## src/rtl/clock_hms_bcd_pkg.sv

```systemverilog
// ---------------------------------------------------------------------------
// clock_hms_bcd_pkg
// Shared constants and helpers for the BCD time-of-day counter.
//   BCD_MAX_DIGIT    largest legal BCD digit
//   SEC_MOD/MIN_MOD  exclusive upper bound for seconds/minutes, in BCD
//   hms_t            packed {hh, mm, ss} time value
//   is_bcd2()        both nibbles of a byte are legal BCD digits
//   hour_mod_ok()    hour modulus is one of the supported values (12, 24)
//   to_bcd2()        small decimal integer (0..99) to packed 2-digit BCD
// ---------------------------------------------------------------------------
package clock_hms_bcd_pkg;

  localparam logic [3:0] BCD_MAX_DIGIT = 4'd9;
  localparam logic [7:0] SEC_MOD       = 8'h60;
  localparam logic [7:0] MIN_MOD       = 8'h60;

  typedef struct packed {
    logic [7:0] hh;
    logic [7:0] mm;
    logic [7:0] ss;
  } hms_t;

  function automatic logic is_bcd2(input logic [7:0] v);
    return (v[7:4] <= BCD_MAX_DIGIT) && (v[3:0] <= BCD_MAX_DIGIT);
  endfunction

  function automatic logic hour_mod_ok(input int m);
    return (m == 12) || (m == 24);
  endfunction

  function automatic logic [7:0] to_bcd2(input int v);
    logic [7:0] r;
    r[7:4] = 4'((v / 10) % 10);
    r[3:0] = 4'(v % 10);
    return r;
  endfunction

endpackage

```

## src/rtl/clock_hms_bcd_bcd2_mod_cnt.sv

```systemverilog
// ---------------------------------------------------------------------------
// bcd2_mod_cnt
// Two-digit packed-BCD counter that counts 0 .. MOD-1 and wraps to 00.
// Parameters:
//   The decimal modulus is given by the MOD parameter (2..100)
// Ports:
//   clk        rising-edge clock
//   rst        synchronous active-high reset, clears count to 00
//   en         advance by one on this cycle
//   load       load ld_val this cycle (takes priority over en)
//   ld_val     packed BCD value to load, assumed already validated
//   q          current packed BCD count
//   carry_out  combinational: en is high and the count is at MOD-1, so the
//              next edge wraps to 00; used as the enable of the next stage
// ---------------------------------------------------------------------------
module bcd2_mod_cnt
  import clock_hms_bcd_pkg::*;
#(
  parameter int MOD = 60
) (
  input  logic       clk,
  input  logic       rst,
  input  logic       en,
  input  logic       load,
  input  logic [7:0] ld_val,
  output logic [7:0] q,
  output logic       carry_out
);

  localparam logic [7:0] LAST = to_bcd2(MOD - 1);

  logic [7:0] q_next;

  // Increment in BCD: the terminal value wraps to 00, a units digit of 9
  // rolls into the tens digit, otherwise only the units digit moves.
  always_comb begin
    q_next = q;
    if (q == LAST) begin
      q_next = 8'h00;
    end else if (q[3:0] == BCD_MAX_DIGIT) begin
      q_next = {q[7:4] + 4'd1, 4'd0};
    end else begin
      q_next = {q[7:4], q[3:0] + 4'd1};
    end
  end

  always_ff @(posedge clk) begin
    if (rst) begin
      q <= 8'h00;
    end else if (load) begin
      q <= ld_val;
    end else if (en) begin
      q <= q_next;
    end
  end

  // A load on the same cycle suppresses the carry so loads never ripple.
  assign carry_out = en && !load && (q == LAST);

endmodule

```

## src/rtl/clock_hms_bcd.sv

```systemverilog
// ---------------------------------------------------------------------------
// clock_hms_bcd
// Time-of-day counter driven by a one-cycle 1 Hz tick. Keeps hours, minutes
// and seconds as packed 2-digit BCD, with run/pause and validated loading.
// Parameters:
//   HOUR_MOD   hour modulus, 12 (00..11) or 24 (00..23)
// Ports:
//   sys_clk    rising-edge system clock
//   sys_rst    synchronous active-high reset; wins over load and tick
//   tick       one-cycle 1 Hz strobe; every high cycle counts
//   run        1 = count ticks, 0 = ticks are dropped
//   load       one-cycle strobe to load ld_hh/ld_mm/ld_ss
//   ld_hh/ld_mm/ld_ss  packed BCD time to load
//   hh/mm/ss   packed BCD time
//   min_pulse  one cycle with the new value when seconds wrap 59->00
//   hr_pulse   one cycle with the new value when minutes wrap 59->00
//   day_pulse  one cycle with the new value when hours wrap to 00
//   load_err   one cycle after a load that was rejected as invalid
// ---------------------------------------------------------------------------
module clock_hms_bcd
  import clock_hms_bcd_pkg::*;
#(
  parameter int HOUR_MOD = 24
) (
  input  logic       sys_clk,
  input  logic       sys_rst,
  input  logic       tick,
  input  logic       run,
  input  logic       load,
  input  logic [7:0] ld_hh,
  input  logic [7:0] ld_mm,
  input  logic [7:0] ld_ss,
  output logic [7:0] hh,
  output logic [7:0] mm,
  output logic [7:0] ss,
  output logic       min_pulse,
  output logic       hr_pulse,
  output logic       day_pulse,
  output logic       load_err
);

  // Unsupported hour moduli fall back to a 24-hour clock rather than
  // building a counter with an odd wrap point.
  localparam int         HOUR_MOD_EFF = hour_mod_ok(HOUR_MOD) ? HOUR_MOD : 24;
  localparam logic [7:0] HOUR_LIMIT   = to_bcd2(HOUR_MOD_EFF);

  hms_t ld_time;
  logic load_ok;
  logic load_accept;
  logic count_en;
  logic ss_carry;
  logic mm_carry;
  logic hh_carry;

  assign ld_time = '{hh: ld_hh, mm: ld_mm, ss: ld_ss};

  // Once every nibble is a legal digit, a plain binary compare of the
  // packed BCD bytes orders them the same way as their decimal values.
  always_comb begin
    load_ok = is_bcd2(ld_time.hh) && is_bcd2(ld_time.mm) && is_bcd2(ld_time.ss) &&
              (ld_time.ss < SEC_MOD) && (ld_time.mm < MIN_MOD) &&
              (ld_time.hh < HOUR_LIMIT);
  end

  // A load strobe always swallows a coincident tick, even when the load
  // itself is rejected.
  assign load_accept = load && load_ok;
  assign count_en    = tick && run && !load;

  bcd2_mod_cnt #(.MOD(60)) u_ss (
    .clk       (sys_clk),
    .rst       (sys_rst),
    .en        (count_en),
    .load      (load_accept),
    .ld_val    (ld_time.ss),
    .q         (ss),
    .carry_out (ss_carry)
  );

  bcd2_mod_cnt #(.MOD(60)) u_mm (
    .clk       (sys_clk),
    .rst       (sys_rst),
    .en        (ss_carry),
    .load      (load_accept),
    .ld_val    (ld_time.mm),
    .q         (mm),
    .carry_out (mm_carry)
  );

  bcd2_mod_cnt #(.MOD(HOUR_MOD_EFF)) u_hh (
    .clk       (sys_clk),
    .rst       (sys_rst),
    .en        (mm_carry),
    .load      (load_accept),
    .ld_val    (ld_time.hh),
    .q         (hh),
    .carry_out (hh_carry)
  );

  // Carries are registered so each pulse lines up with the wrapped value
  // it announces; the carry chain itself settles within one cycle.
  always_ff @(posedge sys_clk) begin
    if (sys_rst) begin
      min_pulse <= 1'b0;
      hr_pulse  <= 1'b0;
      day_pulse <= 1'b0;
      load_err  <= 1'b0;
    end else begin
      min_pulse <= ss_carry;
      hr_pulse  <= mm_carry;
      day_pulse <= hh_carry;
      load_err  <= load && !load_ok;
    end
  end

endmodule

```

## config.mk

```make
export PLATFORM = sky130hd
export DESIGN_NAME = clock_hms_bcd
export DESIGN_NICKNAME = d
export VERILOG_FILES = /design/src/rtl/clock_hms_bcd_pkg.sv /design/src/rtl/clock_hms_bcd_bcd2_mod_cnt.sv /design/src/rtl/clock_hms_bcd.sv
export SDC_FILE = /design/constraint.sdc
export NUM_CORES = 1
export LEC_CHECK = 0
export ABC_AREA = 1
export ABC_CLOCK_PERIOD_IN_PS = 1800
export BUFFER_PORTS_ARGS = -buffer_cell sky130_fd_sc_hd__buf_2
export CAP_MARGIN = 0
export CORE_AREA = 2 2 79 81
export CTS_BUF_LIST = sky130_fd_sc_hd__clkbuf_2 sky130_fd_sc_hd__clkbuf_4 sky130_fd_sc_hd__clkbuf_8
export DETAILED_ROUTE_END_ITERATION = 8
export DIE_AREA = 0 0 81 83
export GPL_ROUTABILITY_DRIVEN = 0
export GPL_TIMING_DRIVEN = 0
export PLACE_DENSITY = 0.58
export SLEW_MARGIN = 25
export SYNTH_ARGS = -nofsm -noshare
export SYNTH_HDL_FRONTEND = slang
export SYNTH_SLANG_ARGS = --single-unit
```

## constraint.sdc

```tcl
create_clock -name sys_clk -period 1.8 [get_ports sys_clk]
set_input_delay 0.36 -clock sys_clk [delete_from_list [all_inputs] [get_ports sys_clk]]
set_output_delay 0.36 -clock sys_clk [all_outputs]
set_load 0.01 [all_outputs]
```

==> results_dict.tcl, run 1 <==
set metrics [dict create \
    post-route-util_pct 41.6 \
    initial_core_util_pct 34.1 \
    cts_buffers 3 \
    yosysUniqueCellTypes 30 \
    drt_pass1_iterations 5 \
    path_max_fanout 7 \
    fin_crit_ns 1.67 \
    relSlewSlack_pct 62.9 \
    cts.sinks 28 \
    synth-async-reset-ratio_pct 0 \
    finalSetupViolations 0 \
    num_vias 2036 \
    start_kind "register" \
    leakage_nw 1.32 \
    worstPathArrival_ns 1.85 \
    synth_ff_type "dfxtp_1" \
    required_ns 1.98 \
    path_class "reg2reg" \
    synth_edf_count 0 \
    core_area_um2 5820 \
    fin_crit_sh_pct 92.9 \
    syn2layout_area_growth_pct 22.0 \
    viasPerCell 4.67 \
    skew_ns 0.00412 \
    grt_max_degree 15 \
    power_density_nw_per_um2 447 \
    fillCellCount 666 \
    placed_cell_area_um2 2350 \
    insertion_delay_ns 0.27 \
    postCtsHoldBufs 0 \
    dp.cells 431 \
    grt_overflow_total 0 \
    layout_commonest_cell "nand2_1" \
    netlist_instances 301 \
    power_mw 1.08 \
    hpwl_mm 4.08 \
    finalNonFillerCells 436 \
    cts_max_level 1 \
    fp-row-count 28 \
    drv_cap 0 \
    final_hold_viol_count 0 \
    vdd_drop_max_mv 0.285 \
    grt_pass1_vias 1938 \
    synth_area_um2 1980 \
    grt_pass1_wl_mm 8.90 \
    die_area_um2 6720 \
    rsz0062_at_grt "no" \
    cts_tree "built" \
    io_buffers 55 \
    detail-route-antenna-nets 0 \
    layout-drive-gt1-share_pct 26.9 \
    yosysWarnings 0 \
    synth-seq-cells 28 \
    outcome "complete, no violations" \
    antenna_found_initial 0 \
    holdCritPathClass "in2reg" \
    drt-initial-drc-count 28 \
    remaining_drc_errors 0 \
    cts_root_buffer "clkbuf_8" \
    avgSynthCellArea_um2 6.58 \
    grt_usage_pct 16.5 \
    end_kind "register" \
    wl_per_cell_um 12.0 \
    die_h_um 83 \
    clock.fmax_mhz 598 \
    stdcell_area_um2 2420 \
    die_width_um 81 \
    path_clk_slew_ns 0.10 \
    rrSetupSlack_ns 0.13 \
    drt_wl_total_mm 5.24 \
    slew_viol_final 0 \
    timing.hold.ws_ns 0.363 \
    final_cell_mix "70 x nand2_1, 57 x buf_2, 45 x nor2_1, 37 x inv_1, 33 x nand3_1" \
    syn_nets 342 \
    nets 404 \
    yosysSeqAreaShare_pct 28.3 \
    ios 57 \
    worstMarginPinSlew_ns 0.557 \
    cts_buffer_depth 2 \
    n_antenna_cell 0 \
]
-- metrics by stage --
stage               TNS (ns)  worst slack (ns)
floorplan                  0             0.235
global placement           0            0.0289
detailed placement  -0.00780          -0.00780
CTS                        0            0.0501
global route               0          0.000930
finish                     0             0.128
-- critical path, stage by stage (launching register included) --
cell and delay, ns:
dfxtp_2 0.35, inv_1 0.06, ha_1 0.13, nand2_1 0.09
nor2_4 0.19, nand3_2 0.14, inv_2 0.10, nand2_2 0.11
nand2_4 0.13, inv_2 0.06, nand2_1 0.05, nand3_1 0.06
nand2_1 0.06, inv_1 0.05
-- cell families after synthesis --
| kind of cell | after synthesis | share of synthesized area (%) |
|---|---|---|
| simple gates | 175 | 41.5 |
| buf+inv | 50 | 10.7 |
| flops | 28 | 28.3 |
| compound gates | 25 | 7.01 |
| fa+ha+maj | 12 | 7.58 |
| xor+xnor | 11 | 4.86 |
-- final timing paths --
path	from	endpoint	cells after the start
min reg2reg	u_hh.q[7]	u_hh.q[7]	2
max	u_ss.q[1]	u_hh.q[2]	13
min	load	load_err	3
max reg2reg	u_ss.q[1]	u_hh.q[2]	13
-- cell type report --
cell class,count,area (µm²),share of cell area (%)
Inverter,42,158,6.52
Multi-Input combinational cell,223,1210,50.2
Sequential cell,28,566,23.4
Timing Repair Buffer,57,290,12.0
Tap cell,75,93.8,3.88
Clock buffer,3,41.3,1.71
Buffer,8,55.1,2.28
-- where the power goes --
group          internal [mW]  switching [mW]  leakage (nW)
clock                  0.151           0.203        0.0216
sequential             0.623         0.00327         0.228
combinational         0.0404          0.0594          1.07
total                  0.814           0.266          1.32
-- state kept, by name (all words and copies together), names as in the netlist --
register   count
day_pulse      1
load_err       1
u_mm.q         8
u_hh.q         8
u_ss.q         8
min_pulse      1
hr_pulse       1
-- timing repair --
action / 4_1_cts / 5_1_grt
pin swaps: 0 / 2
buffers inserted: 0 / 2
gates resized for setup: 1 / 4
endpoints found under the setup margin: 3 / 12
-- metal layers --
metal	track usage, %	vias to the layer above	part of all wire, %
met2	28.3	56	49
met1	21.7	918	45
met5	0	-	0
met4	3.24	0	0.31
met3	2.28	2	5.6
li1	-	1060	-
-- cell usage after synthesis, types with 4 or more instances --
cell	n	area, µm²
o21ai_1	6	30.0
nor2_1	45	169
or2_2	4	25.0
xor2_1	8	70.1
nand4_1	4	25.0
dfxtp_1	28	561
inv_1	37	139
inv_2	5	18.8
nand3_1	33	165
ha_1	12	150
a21oi_1	6	30.0
nand2_1	70	263
o21ai_0	10	50.1
(Power assumes the default switching activity.)
==> run 2: changes to the inputs <==
--- a/config.mk
+++ b/config.mk
@@ -8,11 +8,11 @@
 export ABC_AREA = 1
 export ABC_CLOCK_PERIOD_IN_PS = 1800
 export BUFFER_PORTS_ARGS = -buffer_cell sky130_fd_sc_hd__buf_2
-export CAP_MARGIN = 0
-export CORE_AREA = 2 2 79 81
+export CAP_MARGIN = 20
+export CORE_AREA = 4 4 81 83
 export CTS_BUF_LIST = sky130_fd_sc_hd__clkbuf_2 sky130_fd_sc_hd__clkbuf_4 sky130_fd_sc_hd__clkbuf_8
 export DETAILED_ROUTE_END_ITERATION = 8
-export DIE_AREA = 0 0 81 83
+export DIE_AREA = 0 0 85 87
 export GPL_ROUTABILITY_DRIVEN = 0
 export GPL_TIMING_DRIVEN = 0
 export PLACE_DENSITY = 0.58
==> results_dict.tcl, run 2 (synthesis results as in run 1) <==
set metrics [dict create \
    initial_core_util_pct 33.9 \
    finalSetupViolations 0 \
    final_hold_viol_count 0 \
    hpwl_mm 4.10 \
    grt_pass1_vias 1947 \
    leakage_nw 1.32 \
    layout-drive-gt1-share_pct 27.1 \
    grt_overflow_total 0 \
    drt-initial-drc-count 55 \
    cts_buffers 3 \
    antenna_found_initial 0 \
    syn2layout_area_growth_pct 23.0 \
    drt_pass1_iterations 4 \
    drv_cap 0 \
    remaining_drc_errors 0 \
    power_mw 1.08 \
    num_vias 1992 \
    power_density_nw_per_um2 441 \
    drt_wl_total_mm 5.26 \
    slew_viol_final 0 \
    detail-route-antenna-nets 0 \
    cts_tree "built" \
    cts_root_buffer "clkbuf_8" \
    rsz0062_at_grt "no" \
    fin_setup_tns_ns 0 \
    placed_cell_area_um2 2350 \
    core_area_um2 5850 \
    grt_usage_pct 14.7 \
    skew_ns 0.00577 \
    layout_commonest_cell "nand2_1" \
    fp-row-count 28 \
    end_kind "register" \
    start_kind "register" \
    vdd_drop_max_mv 0.302 \
    fillCellCount 638 \
    cts_max_level 1 \
    required_ns 2.01 \
    regArea_um2 571 \
    fin_crit_sh_pct 90.6 \
    worstMarginPinSlew_ns 0.535 \
    io_buffers 55 \
    grt_pass1_wl_mm 8.94 \
    path_max_fanout 5 \
    cts_buffer_depth 2 \
    viasPerCell 4.57 \
    n_antenna_cell 0 \
    relSlewSlack_pct 64.4 \
    outcome "complete, no violations" \
    nets 404 \
    wl_per_cell_um 12.1 \
    cts.sinks 28 \
    holdCritPathClass "in2reg" \
    path_class "reg2reg" \
    die_width_um 85 \
    fin_crit_ns 1.63 \
    die_h_um 87 \
    ios 57 \
    worstPathArrival_ns 1.84 \
    grt_max_degree 15 \
    insertion_delay_ns 0.28 \
    stdcell_area_um2 2440 \
    clock.fmax_mhz 613 \
    final_cell_mix "70 x nand2_1, 57 x buf_2, 44 x nor2_1, 37 x inv_1, 33 x nand3_1" \
    multiInputGateArea_um2 1230 \
    top_regs "u_hh.q (8), u_mm.q (8), u_ss.q (8)" \
    path_clk_slew_ns 0.10 \
    die_area_um2 7400 \
]
[run 2: power breakdown]
part	internal, mW	switching [mW]
Clock	0.151	0.201
Sequential	0.620	0.00335
Combinational	0.0402	0.0596
[run 2: what timing repair did]
item,4_1_cts,5_1_grt
hold buffers,0,0
endpoints found under the setup margin,0,17
gates resized for setup,0,10
buffers inserted,0,2
[run 2: layer usage]
layer | track usage (%) | up-vias | share of wire (%)
met3 | 3.31 | 2 | 5.5
met5 | 0 | - | 0
met2 | 26.2 | 42 | 47
met4 | 2.30 | 0 | 0.48
met1 | 18.3 | 880 | 47
li1 | - | 1068 | -
[run 2: worst paths after layout]
kind	from	end	slack (ns)	cells after the start
max	u_hh.q[1]	u_hh.q[0]	0.17	10
min reg2reg	u_mm.q[1]	u_mm.q[1]	0.55	2
max reg2reg	u_hh.q[1]	u_hh.q[0]	0.17	10
min	load	load_err	0.36	3
[run 2: stage by stage]
stage | setup WS, ns | cells | utilization (%) | hold slack (ns)
final | 0.169 | 436 | 41.7 | 0.355
after global routing | 0.0177 | 436 | 41.7 | 0.364
after CTS | 0.00632 | 434 | 40.9 | 0.352
after detailed placement | 0.0241 | 431 | 40.2 | 0.543
after global placement | 0.0264 | 431 | 40.2 | 0.538
after floorplan | 0.235 | 301 | - | 0.481
[run 2: layout make-up]
| type | instances | area share [%] |
|---|---|---|
| tap | 75 | 3.85 |
| timing repair buffer | 57 | 11.9 |
| clock buffer | 3 | 1.69 |
| sequential | 28 | 23.4 |
| multi-input combinational | 223 | 50.4 |
| buffer | 8 | 2.26 |
| inverter | 42 | 6.47 |
[run 2: critical path, stage by stage, from the launching register on]
cell and delay, ns:
dfxtp_1 0.43, inv_1 0.07, ha_1 0.19, nand3_2 0.12, inv_1 0.11, or2_2 0.28, nor2_1 0.10, nand2_1 0.06
nand2_1 0.05, nand2_1 0.04, a21oi_1 0.11
